===== config.mk =====
export PLATFORM = sky130hd
export DESIGN_NAME = bottling_line_ctrl
export DESIGN_NICKNAME = d
export VERILOG_FILES = /design/src/rtl/bottling_line_ctrl.sv
export SDC_FILE = /design/constraint.sdc
export NUM_CORES = 1
export LEC_CHECK = 0
export CAP_MARGIN = 0
export CORE_AREA = 2 2 65 82
export CTS_BUF_LIST = sky130_fd_sc_hd__clkbuf_4
export DETAILED_ROUTE_END_ITERATION = 6
export DIE_AREA = 0 0 67 84
export GPL_TIMING_DRIVEN = 1
export PLACE_DENSITY = 0.77
export SLEW_MARGIN = 25
export SYNTH_ARGS = -nofsm -noshare
export SYNTH_HDL_FRONTEND = slang
export SYNTH_SLANG_ARGS = --single-unit

===== constraint.sdc =====
create_clock -name clk -period 1.8 [get_ports clk]
set_input_delay 0.54 -clock clk [delete_from_list [all_inputs] [get_ports clk]]
set_output_delay 0.54 -clock clk [all_outputs]
set_load 0.02 [all_outputs]

===== src/rtl/bottling_line_ctrl.sv =====
// Main sequencer for the bottling line: conveyor, fill, seal, QC, count/reject, with watchdogs and batch control.
// Latency: one clk from sampled inputs to the new state; all outputs are registered-state decodes.
// Backpressure: none; each stage waits on its station handshake, FILL/SEAL are watchdog-bounded, QC waits forever.
module bottling_line_ctrl #(
    parameter int FILL_TIMEOUT = 64,
    parameter int SEAL_TIMEOUT = 32,
    parameter int BATCH_SIZE   = 12,
    parameter int MAX_REJECTS  = 3,
    parameter int CNT_W        = 8,
    parameter int TMR_W        = 8
) (
    input  logic             clk,
    input  logic             reset,
    input  logic             start,
    input  logic             garrafa,
    input  logic             sensor_de_nivel,
    input  logic             ve_done,
    input  logic             qc_pass,
    input  logic             qc_fail,
    input  logic             fault_ack,
    output logic             motor,
    output logic             EV,
    output logic             pos_ve,
    output logic             controle_qualidade,
    output logic             count,
    output logic             Desc_signal,
    output logic             batch_done,
    output logic             idle,
    output logic             fault,
    output logic [1:0]       fault_code,
    output logic [CNT_W-1:0] good_count,
    output logic [CNT_W-1:0] reject_count
);

    // Compare constants sized to the registers they are compared against.
    localparam logic [TMR_W-1:0] FILL_LAST = TMR_W'(FILL_TIMEOUT - 1);
    localparam logic [TMR_W-1:0] SEAL_LAST = TMR_W'(SEAL_TIMEOUT - 1);
    localparam logic [CNT_W-1:0] LAST_GOOD = CNT_W'(BATCH_SIZE - 1);
    localparam logic [CNT_W-1:0] REJ_LIMIT = CNT_W'(MAX_REJECTS);

    localparam logic [1:0] FC_NONE = 2'b00;
    localparam logic [1:0] FC_FILL = 2'b01;
    localparam logic [1:0] FC_SEAL = 2'b10;
    localparam logic [1:0] FC_REJ  = 2'b11;

    typedef enum logic [2:0] {
        S_IDLE   = 3'd0,
        S_MOTOR  = 3'd1,
        S_FILL   = 3'd2,
        S_SEAL   = 3'd3,
        S_QC     = 3'd4,
        S_COUNT  = 3'd5,
        S_REJECT = 3'd6,
        S_FAULT  = 3'd7
    } state_t;

    state_t           state;
    state_t           state_nxt;
    logic [1:0]       fault_code_nxt;
    logic             start_q;
    logic [TMR_W-1:0] tmr;
    logic [CNT_W-1:0] rej_run;
    logic [CNT_W-1:0] rej_run_inc;

    logic start_rise;
    logic last_good;
    logic rej_limit;
    logic fill_expired;
    logic seal_expired;

    // start_q resets high so a start level held through reset is not seen as a rising edge.
    assign start_rise   = start & ~start_q;
    assign last_good    = (good_count == LAST_GOOD);
    assign rej_run_inc  = rej_run + 1'b1;
    assign rej_limit    = (rej_run_inc == REJ_LIMIT);
    assign fill_expired = (tmr == FILL_LAST);
    assign seal_expired = (tmr == SEAL_LAST);

    // Next-state and fault-cause selection; the operator abort wins over every other move in the running stages.
    always_comb begin
        state_nxt      = state;
        fault_code_nxt = fault_code;
        case (state)
            S_IDLE: begin
                if (start_rise) state_nxt = S_MOTOR;
            end
            S_MOTOR: begin
                if (!start)       state_nxt = S_IDLE;
                else if (garrafa) state_nxt = S_FILL;
            end
            S_FILL: begin
                if (!start) begin
                    state_nxt = S_IDLE;
                end else if (sensor_de_nivel) begin
                    state_nxt = S_SEAL;
                end else if (fill_expired) begin
                    state_nxt      = S_FAULT;
                    fault_code_nxt = FC_FILL;
                end
            end
            S_SEAL: begin
                if (!start) begin
                    state_nxt = S_IDLE;
                end else if (ve_done) begin
                    state_nxt = S_QC;
                end else if (seal_expired) begin
                    state_nxt      = S_FAULT;
                    fault_code_nxt = FC_SEAL;
                end
            end
            S_QC: begin
                // A good verdict wins if the station reports both at once.
                if (!start)       state_nxt = S_IDLE;
                else if (qc_pass) state_nxt = S_COUNT;
                else if (qc_fail) state_nxt = S_REJECT;
            end
            S_COUNT: begin
                state_nxt = last_good ? S_IDLE : S_MOTOR;
            end
            S_REJECT: begin
                if (rej_limit) begin
                    state_nxt      = S_FAULT;
                    fault_code_nxt = FC_REJ;
                end else begin
                    state_nxt = S_MOTOR;
                end
            end
            S_FAULT: begin
                if (fault_ack && !start) begin
                    state_nxt      = S_IDLE;
                    fault_code_nxt = FC_NONE;
                end
            end
            default: begin
                state_nxt      = S_IDLE;
                fault_code_nxt = FC_NONE;
            end
        endcase
    end

    // State, fault cause and registered start level.
    always_ff @(posedge clk or posedge reset) begin
        if (reset) begin
            state      <= S_IDLE;
            fault_code <= FC_NONE;
            start_q    <= 1'b1;
        end else begin
            state      <= state_nxt;
            fault_code <= fault_code_nxt;
            start_q    <= start;
        end
    end

    // Dwell timer: restarts on every state change, counts while the state holds.
    always_ff @(posedge clk or posedge reset) begin
        if (reset) begin
            tmr <= '0;
        end else if (state_nxt != state) begin
            tmr <= '0;
        end else begin
            tmr <= tmr + 1'b1;
        end
    end

    // Batch, reject and consecutive-reject bookkeeping, updated in the one-cycle COUNT/REJECT states.
    always_ff @(posedge clk or posedge reset) begin
        if (reset) begin
            good_count   <= '0;
            reject_count <= '0;
            rej_run      <= '0;
        end else begin
            case (state)
                S_COUNT: begin
                    rej_run    <= '0;
                    good_count <= last_good ? '0 : good_count + 1'b1;
                end
                S_REJECT: begin
                    rej_run <= rej_run_inc;
                    if (reject_count != '1) reject_count <= reject_count + 1'b1;
                end
                S_FAULT: begin
                    if (state_nxt == S_IDLE) rej_run <= '0;
                end
                default: begin
                end
            endcase
        end
    end

    // Moore output decodes; batch_done uses the pre-increment good count.
    assign motor              = (state == S_MOTOR);
    assign EV                 = (state == S_FILL);
    assign pos_ve             = (state == S_SEAL);
    assign controle_qualidade = (state == S_QC);
    assign count              = (state == S_COUNT);
    assign Desc_signal        = (state == S_REJECT);
    assign idle               = (state == S_IDLE);
    assign fault              = (state == S_FAULT);
    assign batch_done         = (state == S_COUNT) && last_good;

endmodule


Word-level counts from Yosys, hierarchy flattened
Index checks and enable logic that the tools add are counted.
Operators by class
  add/sub/neg operators: 4
  equality and inequality tests: 22
  multiplexer cells: 29
  bitwise gates (word level): 2
  reduce and logical (&&, ||, !) cells: 10
Operators with widths (number)
  $mux 3: 14
  $add 8x1->8 const B: 4
  $mux 8: 3
  $pmux 3 s8: 1
  $pmux 8 s3: 1
  $mux 2: 8
  $eq 3x3->1 const B: 4
  $ne 2x1->1 const B: 5
  $reduce_and 9->1: 1
  $eq 8x2->1 const B: 1
  $eq 8x4->1 const B: 1
  $eq 8x5->1 const B: 1
  $eq 8x6->1 const B: 1
  $ne 2x2->1 const B: 4
  $ne 8x8->1 const B: 1
  $pmux 2 s4: 1
  $eq 3x2->1 const B: 2
  $logic_not 3->1: 2
  $reduce_and 2->1: 2
  $reduce_bool 4->1: 1
  $eq 3x1->1 const B: 1
  $ne 3x3->1: 1
  $reduce_bool 3->1: 1
  $logic_and 1x1->1: 2
  other kinds (4): 4
Storage, ports and cells
  flip-flop bits (word level): 38
  bits of input ports: 9
  output and inout port bits: 27
  logic and storage cells: 74

Logic depth before layout (Yosys ltp)
Gate-level depths: netlist of the first run.
  depth after elaboration: 8
  mapped depth: 8
  depth with buffers taken out: 7

Least setup slack after synthesis of the first run
OpenSTA, ideal clock, no wires.
  kind: register to register
  start: reg state[1]
  end: reg tmr[0]
  setup time: 0.133 ns
  data arrival time: 1.860 ns
  data required time: 1.667 ns
  path slack: -0.193 ns
  cell stages (with the launch flop): 8
  clock period less this slack: 1.993 ns
  cells stage by stage: dfrtp_1 -> buf_2 -> nor2b_1 -> a32o_1 -> o21ai_0 -> mux2_2 -> o22ai_4 -> nor3_1
Between the ends
  longest elaborated chain between the ends: 6
RTL lines
  start, declared: line 57  | state_t state;
  start signal, assigned: line 148  | state <= state_nxt;
  $mux 3 (on tied branches): line 115, 106, 96
  $mux 3 (on tied branches): line 114, 104, 94
  $mux 3 (on tied branches): line 113, 102, 92
  $pmux 3 s8: line 83  | case (state)
  $ne 3x3->1 *: line 158  | end else if (state_nxt != state) begin
  $mux 8 *: line 158
  end signal, assigned: line 161  | tmr <= tmr + 1'b1;
  end, declared: line 61  | logic [TMR_W-1:0] tmr;
Every way passes the cells marked *; elsewhere a longest branch is shown, timed or not.
A chain may end at the register's enable or synchronous reset.

Worst setup path after layout of the first run
  start: reg state[1]
  end: reg tmr[7]
RTL lines
  $eq 3x3->1 (tied with other cells): line 83
  $pmux 3 s8 *: line 83
  via state_nxt[0]: line 58  | state_t state_nxt;
  $ne 3x3->1 *: line 158
  $mux 8 *: line 158
Mark *: on every way through the listed nets, which the timed path passes. The rest lies on a longest branch.

==> summary.md, run 1 <==
| Metric | Value |
|---|---|
| Outcome | `complete, but fails checks` |
| Violated checks | `setup timing` |
| Vias/cell | `5.72` |
| Post-synthesis xor/xnor area fraction | `8.07%` |
| Leakage | `1.77 nW` |
| Largest net degree at the start of global routing | `39` |
| Row cnt | `29` |
| Clock Latency Late Sink | `0.36 ns` |
| Min-delay worst type | `reg -> reg` |
| TritonRoute pass-1 iters | `4` |
| WP data arrival | `2.38 ns` |
| Simple-gate area share of the yosys netlist | `27.0%` |
| Ys async rst share | `100%` |
| Post-layout min period | `2.10 ns` |
| Clock Pin Slew Worst Setup and Hold Paths | `0.12 ns` |
| Placed cell area | `0.00328 mm2` |
| Startpoint Class | `flop` |
| Antenna violations before repair | `0` |
| Vias | `2,438` |
| Die H | `84 um` |
| Final worst path period share | `117%` |
| Total GRT Usage | `26.0%` |
| Share of cells above drive strength 1 | `50.0%` |
| Max_cap viols | `0` |
| CP Class | `reg -> reg` |
| Clk network pwr share | `15.5%` |
| Worst r2r src | `state[1]$_DFF_PP0_` |
| DRC Markers | `0` |
| Tot Pwr | `3.05 mW` |
| Gpl congestion | `0.842` |
| Antenna diode count | `0` |
| TritonCTS clock tree | `done` |
| Final WS setup | `-0.298 ns` |
| Final core utilization | `77.8%` |
| R2r worst-path depth | `9` |
| Mapped Cells | `246` |
| Met1 Wirelength | `2810 um` |
| Syn. warnings | `0` |
| Min-Delay Path Depth | `1` |
| CTS buffer count | `5` |
| Primary FF master, synth | `dfrtp_1` |
| Max layer used | `met4` |
| Most common cell after layout, fill and taps aside | `buf_4` |
| Most frequent cells in the layout | `68 x buf_4, 28 x dfrtp_1, 25 x buf_6` |
| Slew Viols, Final | `0` |
| Post-Syn Nets | `260` |
| GRT overflow | `0` |
| Max Root-Sink Buffers | `2` |
| Multiplexer share of the synthesized area | `1.57%` |
| I/O pin count | `36` |
| DP HPWL | `4430 um` |
| Area grow syn2layout | `60.8%` |
| Hold Startpoint | `reject_count[6]$_DFFE_PP0P_` |
| VDD IR max | `0.000693 V` |
| Worst Setup End Kind | `flop` |
| RSZ-0062 raised after global routing | `yes` |
| Worst slew margin | `66.6%` |
| Yosys cell types | `64` |
| Met3 Wirelength | `386 um` |
| Design area | `0.00384 mm2` |
| Top cell type's share of synthesized area | `38.8%` |
| Worst hold slack | `0.499 ns` |
| Cell taking the most area after synthesis | `dfrtp_1` |
| Worst R2R Setup Slack | `-0.30 ns` |
| Root Buffer | `clkbuf_4` |
| Place WS | `-0.672 ns` |
| Skew final | `0.00374 ns` |
| Sequential power share | `37.3%` |
| Worst slew pin tran | `0.498 ns` |
| Launch point of the critical path | `state[1]$_DFF_PP0_` |
| Power Dens Cells | `795 mW/mm2` |
| Main combinational cell family by area after synthesis | `simple AND/OR/NAND/NOR gates` |
| Fillers | `312` |
| Achievable Freq | `477 MHz` |
| Met2 wire length | `4120 um` |
| Switching share of power | `39.4%` |
| Drt wl/cell | `17.9 um` |
| Avg Cell Area, Syn | `9.70 um2` |
| Internal | `1.85 mW` |
| FF-to-FF End | `tmr[7]$_DFF_PP0_` |
| Vias in the first global route | `2,480` |
| Total Routed Length | `7620 um` |
| Clock H-tree levels | `2` |
| Netlist Area Pre-Place | `0.00239 mm2` |
| P_sw | `1.20 mW` |
| Sequential area share after synthesis | `39.9%` |
| Combinational Power Share | `47.2%` |
| Total die area | `0.00563 mm2` |
| Area contributors post-synth | `dfrtp_1 39%, xnor2_1 4.8%, nand2_1 3.6%, xor2_1 3.3%, nand3_1 2.9%` |
| Final hold vios | `0` |
| Core area | `0.00493 mm2` |
| Num Clock Sinks | `38` |
| IO buf count | `35` |
| Initial DRC Count | `146` |
| Crit Path Max Fanout | `8` |
| Yosys reg bits | `38` |
| Setup Viol. Count Final | `26` |
| Complex-gate fraction of the synthesized area | `15.1%` |
| First-pass GRT wire length | `11,200 um` |
| WP data required | `2.09 ns` |
| Die span in x | `67 um` |
| Starting Density | `48.4%` |
| Adder-cell share of the synthesized area | `2.62%` |
| Worst-case hold path end point | `reject_count[6]$_DFFE_PP0P_` |
| Final nets | `377` |
| Post-synth EDFFs | `0` |
| Post-route ant nets | `0` |
[layer usage]
layer | vias to the layer above | global-route usage [%]
met5 | - | 0
met4 | 0 | 11.9
met3 | 30 | 4.05
met2 | 106 | 46.3
met1 | 1188 | 29.5
li1 | 1114 | -
[repair_timing]
item / CTS / global route
endpoints found under the setup margin: 48 / 44
buffers inserted: 18 / 13
resized for setup: 116 / 43
hold buffers: 0 / 0
endpoints found under the hold margin: 0 / 0
pin swaps: 25 / 21
[registers in the layout, summed over array words and instances, names as in the netlist]
name / flops
fault_code: 2
good_count: 8
rej_run: 8
reject_count: 8
start_q: 1
state: 3
tmr: 8
[cell families after synthesis]
| group | count (synthesis) |
|---|---|
| fa+ha+maj | 5 |
| flops | 38 |
| compound gates | 48 |
| simple gates | 106 |
| buf+inv | 24 |
| mux | 3 |
| xor+xnor | 22 |
[worst max path at each step]
| stage | cells after the start | slack (ns) | end |
|---|---|---|---|
| 2_1_floorplan | 6 | -0.08 | tmr[0]$_DFF_PP0_ |
| 3_3_place_gp | 8 | -0.61 | tmr[1]$_DFF_PP0_ |
| 3_5_place_dp | 8 | -0.67 | tmr[1]$_DFF_PP0_ |
| 4_1_cts | 4 | -0.32 | batch_done |
| 5_1_grt | 9 | -0.41 | tmr[7]$_DFF_PP0_ |
| 6_report | 9 | -0.30 | tmr[7]$_DFF_PP0_ |
[synth_stat cells, drive strengths merged (2+ instances only)]
cell type / n
a21oi: 11
a32o: 2
and2: 2
and3: 6
and3b: 2
and4: 3
buf: 4
clkbuf: 7
dfrtp: 37
ha: 5
inv: 13
mux2: 3
nand2: 24
nand2b: 2
nand3: 15
nand3b: 3
nand4: 5
nor2: 12
nor2b: 5
nor3: 15
nor3b: 3
nor4: 4
o21ai: 17
o311ai: 2
o31ai: 2
or2: 2
xnor2: 13
xor2: 9
[final cells by class]
type / instances / area [um2] / share of cell area (%)
Clock buffer: 5 / 37.5 / 0.978
Sequential cell: 38 / 963 / 25.1
Clock inverter: 3 / 20.0 / 0.522
Timing Repair Buffer: 121 / 1070 / 28.0
Tap cell: 62 / 77.6 / 2.02
Multi-Input combinational cell: 184 / 1610 / 42.0
Inverter: 13 / 55.1 / 1.43
[critical path, stage by stage (launching register included)]
cell	delay, ns
dfrtp_2	0.46
buf_6	0.14
nand2_4	0.06
or2_4	0.13
clkinvlp_4	0.09
buf_4	0.17
a211oi_4	0.24
nand3_2	0.15
mux2_4	0.40
nor3_2	0.19
[power by group through the flow]
| stage | combinational [mW] | clock [mW] | sequential [mW] |
|---|---|---|---|
| 6_report | 1.44 | 0.473 | 1.14 |
| 5_1_grt | 1.54 | 0.506 | 1.16 |
| 4_1_cts | 1.28 | 0.478 | 1.12 |
| 3_5_place_dp | 1.07 | 0 | 1.14 |
| 3_3_place_gp | 1.04 | 0 | 1.13 |
| 2_1_floorplan | 0.596 | 0 | 1.17 |
[through the flow]
step | setup TNS, ns | cells
after CTS | -4.80 | 420
after global routing | -7.41 | 426
after floorplan | -0.662 | 246
after global placement | -11.96 | 396
final | -5.72 | 426
after detailed placement | -12.88 | 396
No activity file was read; power rests on OpenSTA's default activity.
==> run 2, diff against run 1 <==
--- a/config.mk
+++ b/config.mk
@@ -12,6 +12,7 @@
 export DIE_AREA = 0 0 67 84
 export GPL_TIMING_DRIVEN = 1
 export PLACE_DENSITY = 0.77
+export REMOVE_ABC_BUFFERS = 1
 export SLEW_MARGIN = 25
 export SYNTH_ARGS = -nofsm -noshare
 export SYNTH_HDL_FRONTEND = slang
==> summary.md, run 2 (synthesis gave the netlist of run 1 again) <==
| Metric | Value |
|---|---|
| FF-to-FF End | `tmr[6]$_DFF_PP0_ (was tmr[7]$_DFF_PP0_)` |
| TritonRoute pass-1 iters | `5 (was 4)` |
| CP Class | `reg -> reg (unchanged)` |
| GRT overflow | `0 (unchanged)` |
| Critical path, cell by cell | `buf_4, xor2_1, nor3_2, o221ai_4, o31ai_4, o22ai_4, buf_12, nor3_2 (was buf_6, nand2_4, or2_4, clkinvlp_4, buf_4, a211oi_4, nand3_2, mux2_4, nor3_2)` |
| Final worst path period share | `117% (about the same)` |
| WP data required | `2.08 ns (was 2.09 ns)` |
| Row cnt | `29 (unchanged)` |
| Achievable Freq | `475 MHz (was 477 MHz)` |
| Post-layout min period | `2.11 ns (was 2.10 ns)` |
| Clock Latency Late Sink | `0.36 ns (about the same)` |
| Antenna diode count | `0 (unchanged)` |
| Starting Density | `48.4% (unchanged)` |
| Top cell by count, worst path | `nor3_2` |
| CP max-delay cell | `dfrtp_2 (unchanged)` |
| Die H | `84 um (unchanged)` |
| Clock Pin Slew Worst Setup and Hold Paths | `0.12 ns (about the same)` |
| Worst r2r src | `rej_run[4]$_DFFE_PP0P_ (was state[1]$_DFF_PP0_)` |
| Largest stage delay, worst path | `0.47 ns (was 0.46 ns)` |
| WP data arrival | `2.38 ns (about the same)` |
| DRC Markers | `0 (unchanged)` |
| Leakage | `1.85 nW (was 1.77 nW)` |
| Setup Viol. Count Final | `31 (was 26)` |
| Root Buffer | `clkbuf_4 (unchanged)` |
| Area grow syn2layout | `62.9% (was 60.8%)` |
| Core area | `0.00493 mm2 (unchanged)` |
| Slew Viols, Final | `0 (unchanged)` |
| IO buf count | `35 (unchanged)` |
| Startpoint Class | `flop (unchanged)` |
| RSZ-0062 raised after global routing | `yes (unchanged)` |
| Skew final | `0.0161 ns (was 0.00374 ns)` |
| Vias/cell | `5.76 (was 5.72)` |
| Post-route ant nets | `0 (unchanged)` |
| Launch point of the critical path | `rej_run[4]$_DFFE_PP0P_ (was state[1]$_DFF_PP0_)` |
| I/O pin count | `36 (unchanged)` |
| Drt wl/cell | `18.3 um (was 17.9 um)` |
| Final WS setup | `-0.307 ns (was -0.298 ns)` |
| Final hold vios | `0 (unchanged)` |
| Max_cap viols | `0 (unchanged)` |
| Most frequent cells in the layout | `74 x buf_4, 31 x dfrtp_1, 25 x buf_6 (was 68 x buf_4, 28 x dfrtp_1, 25 x buf_6)` |
| Worst slew pin tran | `0.347 ns (was 0.498 ns)` |
| Final core utilization | `78.8% (was 77.8%)` |
| Num Clock Sinks | `38 (unchanged)` |
| Antenna violations before repair | `0 (unchanged)` |
| DP HPWL | `4630 um (was 4430 um)` |
| Total GRT Usage | `28.0% (was 26.0%)` |
| Worst-case hold path end point | `reject_count[6]$_DFFE_PP0P_ (unchanged)` |
| First-pass GRT wire length | `11,900 um (was 11,200 um)` |
| Worst slew margin | `76.8% (was 66.6%)` |
| Max Root-Sink Buffers | `2 (unchanged)` |
| Vias | `2,495 (was 2,438)` |
| Min-Delay Path Depth | `1 (unchanged)` |
| R2r worst-path depth | `8 (was 9)` |
| Largest net degree at the start of global routing | `39 (unchanged)` |
| Most common cell after layout, fill and taps aside | `buf_4 (unchanged)` |
| Clock H-tree levels | `2 (unchanged)` |
| Total die area | `0.00563 mm2 (unchanged)` |
| Min-delay worst type | `reg -> reg (unchanged)` |
| Hold bufs inserted after CTS | `0 (unchanged)` |
| Hold Startpoint | `reject_count[6]$_DFFE_PP0P_ (unchanged)` |
| Placed cell area | `0.00323 mm2 (was 0.00328 mm2)` |
| Design area | `0.00389 mm2 (was 0.00384 mm2)` |
| Worst Setup End Kind | `flop (unchanged)` |
| Worst R2R Setup Slack | `-0.31 ns (was -0.30 ns)` |
| Initial DRC Count | `159 (was 146)` |
| Violated checks | `setup timing (unchanged)` |
| Crit Path Max Fanout | `8 (unchanged)` |
| Final nets | `384 (was 377)` |
| CTS buffer count | `5 (unchanged)` |
| Die span in x | `67 um (unchanged)` |
| Total Routed Length | `7920 um (was 7620 um)` |
| VDD IR max | `0.000682 V (was 0.000693 V)` |
| Share of cells above drive strength 1 | `51.2% (was 50.0%)` |
| TritonCTS clock tree | `done (unchanged)` |
| Power Dens Cells | `796 mW/mm2 (was 795 mW/mm2)` |
| Outcome | `complete, but fails checks (unchanged)` |
| Vias in the first global route | `2,514 (was 2,480)` |
| Gpl congestion | `0.864 (was 0.842)` |
## run 2: cell count changes in the layout (fill, tap and decap cells not counted), sizes merged
cell / change
buf: +7
clkinv: -1
clkbuf: +3
clkinvlp: -2
clkdlybuf4s15: -6
dlygate4sd2: +7
dlymetal6s2s: -1
## run 2: report_power, final
part | leakage (nW) | total (mW) | internal [mW] | switching, mW
clock | 0.0368 | 0.486 | 0.201 | 0.285
combinational | 1.33 | 1.48 | 0.729 | 0.754
sequential | 0.487 | 1.13 | 0.985 | 0.143
total | 1.85 | 3.10 | 1.91 | 1.18
## run 2: cell type report
class | instances | area [um2]
tap | 62 | 77.6
timing repair buffer | 128 | 1130
inverter | 13 | 56.3
clock buffer | 8 | 60.1
sequential | 38 | 960
multi-input combinational | 184 | 1610
fill | 319 | 1050
## run 2: worst max path at each step
stage	to	depth (start not counted)	slack [ns]
6_report	tmr[6]$_DFF_PP0_	8	-0.31
3_5_place_dp	tmr[7]$_DFF_PP0_	7	-0.73
2_1_floorplan	tmr[0]$_DFF_PP0_	6	-0.39
3_3_place_gp	tmr[0]$_DFF_PP0_	7	-0.76
5_1_grt	tmr[6]$_DFF_PP0_	8	-0.40
4_1_cts	batch_done	4	-0.28
## run 2: per-stage QoR
step	hold slack [ns]	instances	power (mW)	setup WS [ns]	TNS, ns
final	0.494	433	3.10	-0.307	-6.64
after global placement	0.479	397	2.14	-0.764	-14.80
after global routing	0.526	433	3.25	-0.395	-8.91
after CTS	0.497	417	2.87	-0.282	-3.88
after detailed placement	0.481	397	2.19	-0.735	-14.96
after floorplan	0.458	235	1.65	-0.394	-4.86
## run 2: timing repair
action / 4_1_cts / 5_1_grt
pin swaps: 16 / 27
endpoints found under the setup margin: 51 / 36
gates resized for setup: 139 / 33
buffers inserted: 12 / 17
gates cloned: 0 / 0
## run 2: critical path, delay by kind of cell (launching register included)
kind	cells	cell delay [ns]
AOI/OAI and AO/OA	3	0.62
xor gates and xnor gates	1	0.16
buffers and inverters	2	0.31
DFF	1	0.47
and+or+nand+nor	2	0.45
## run 2: per-layer routing
layer	wire [um]	vias to the layer above	part of all wire [%]	GRT usage (%)
li1	-	1132	-	-
met1	2970	1232	38	30.3
met2	4240	94	53	49.1
met3	336	37	4.2	5.80
met4	374	0	4.7	15.0
met5	0	-	0	0
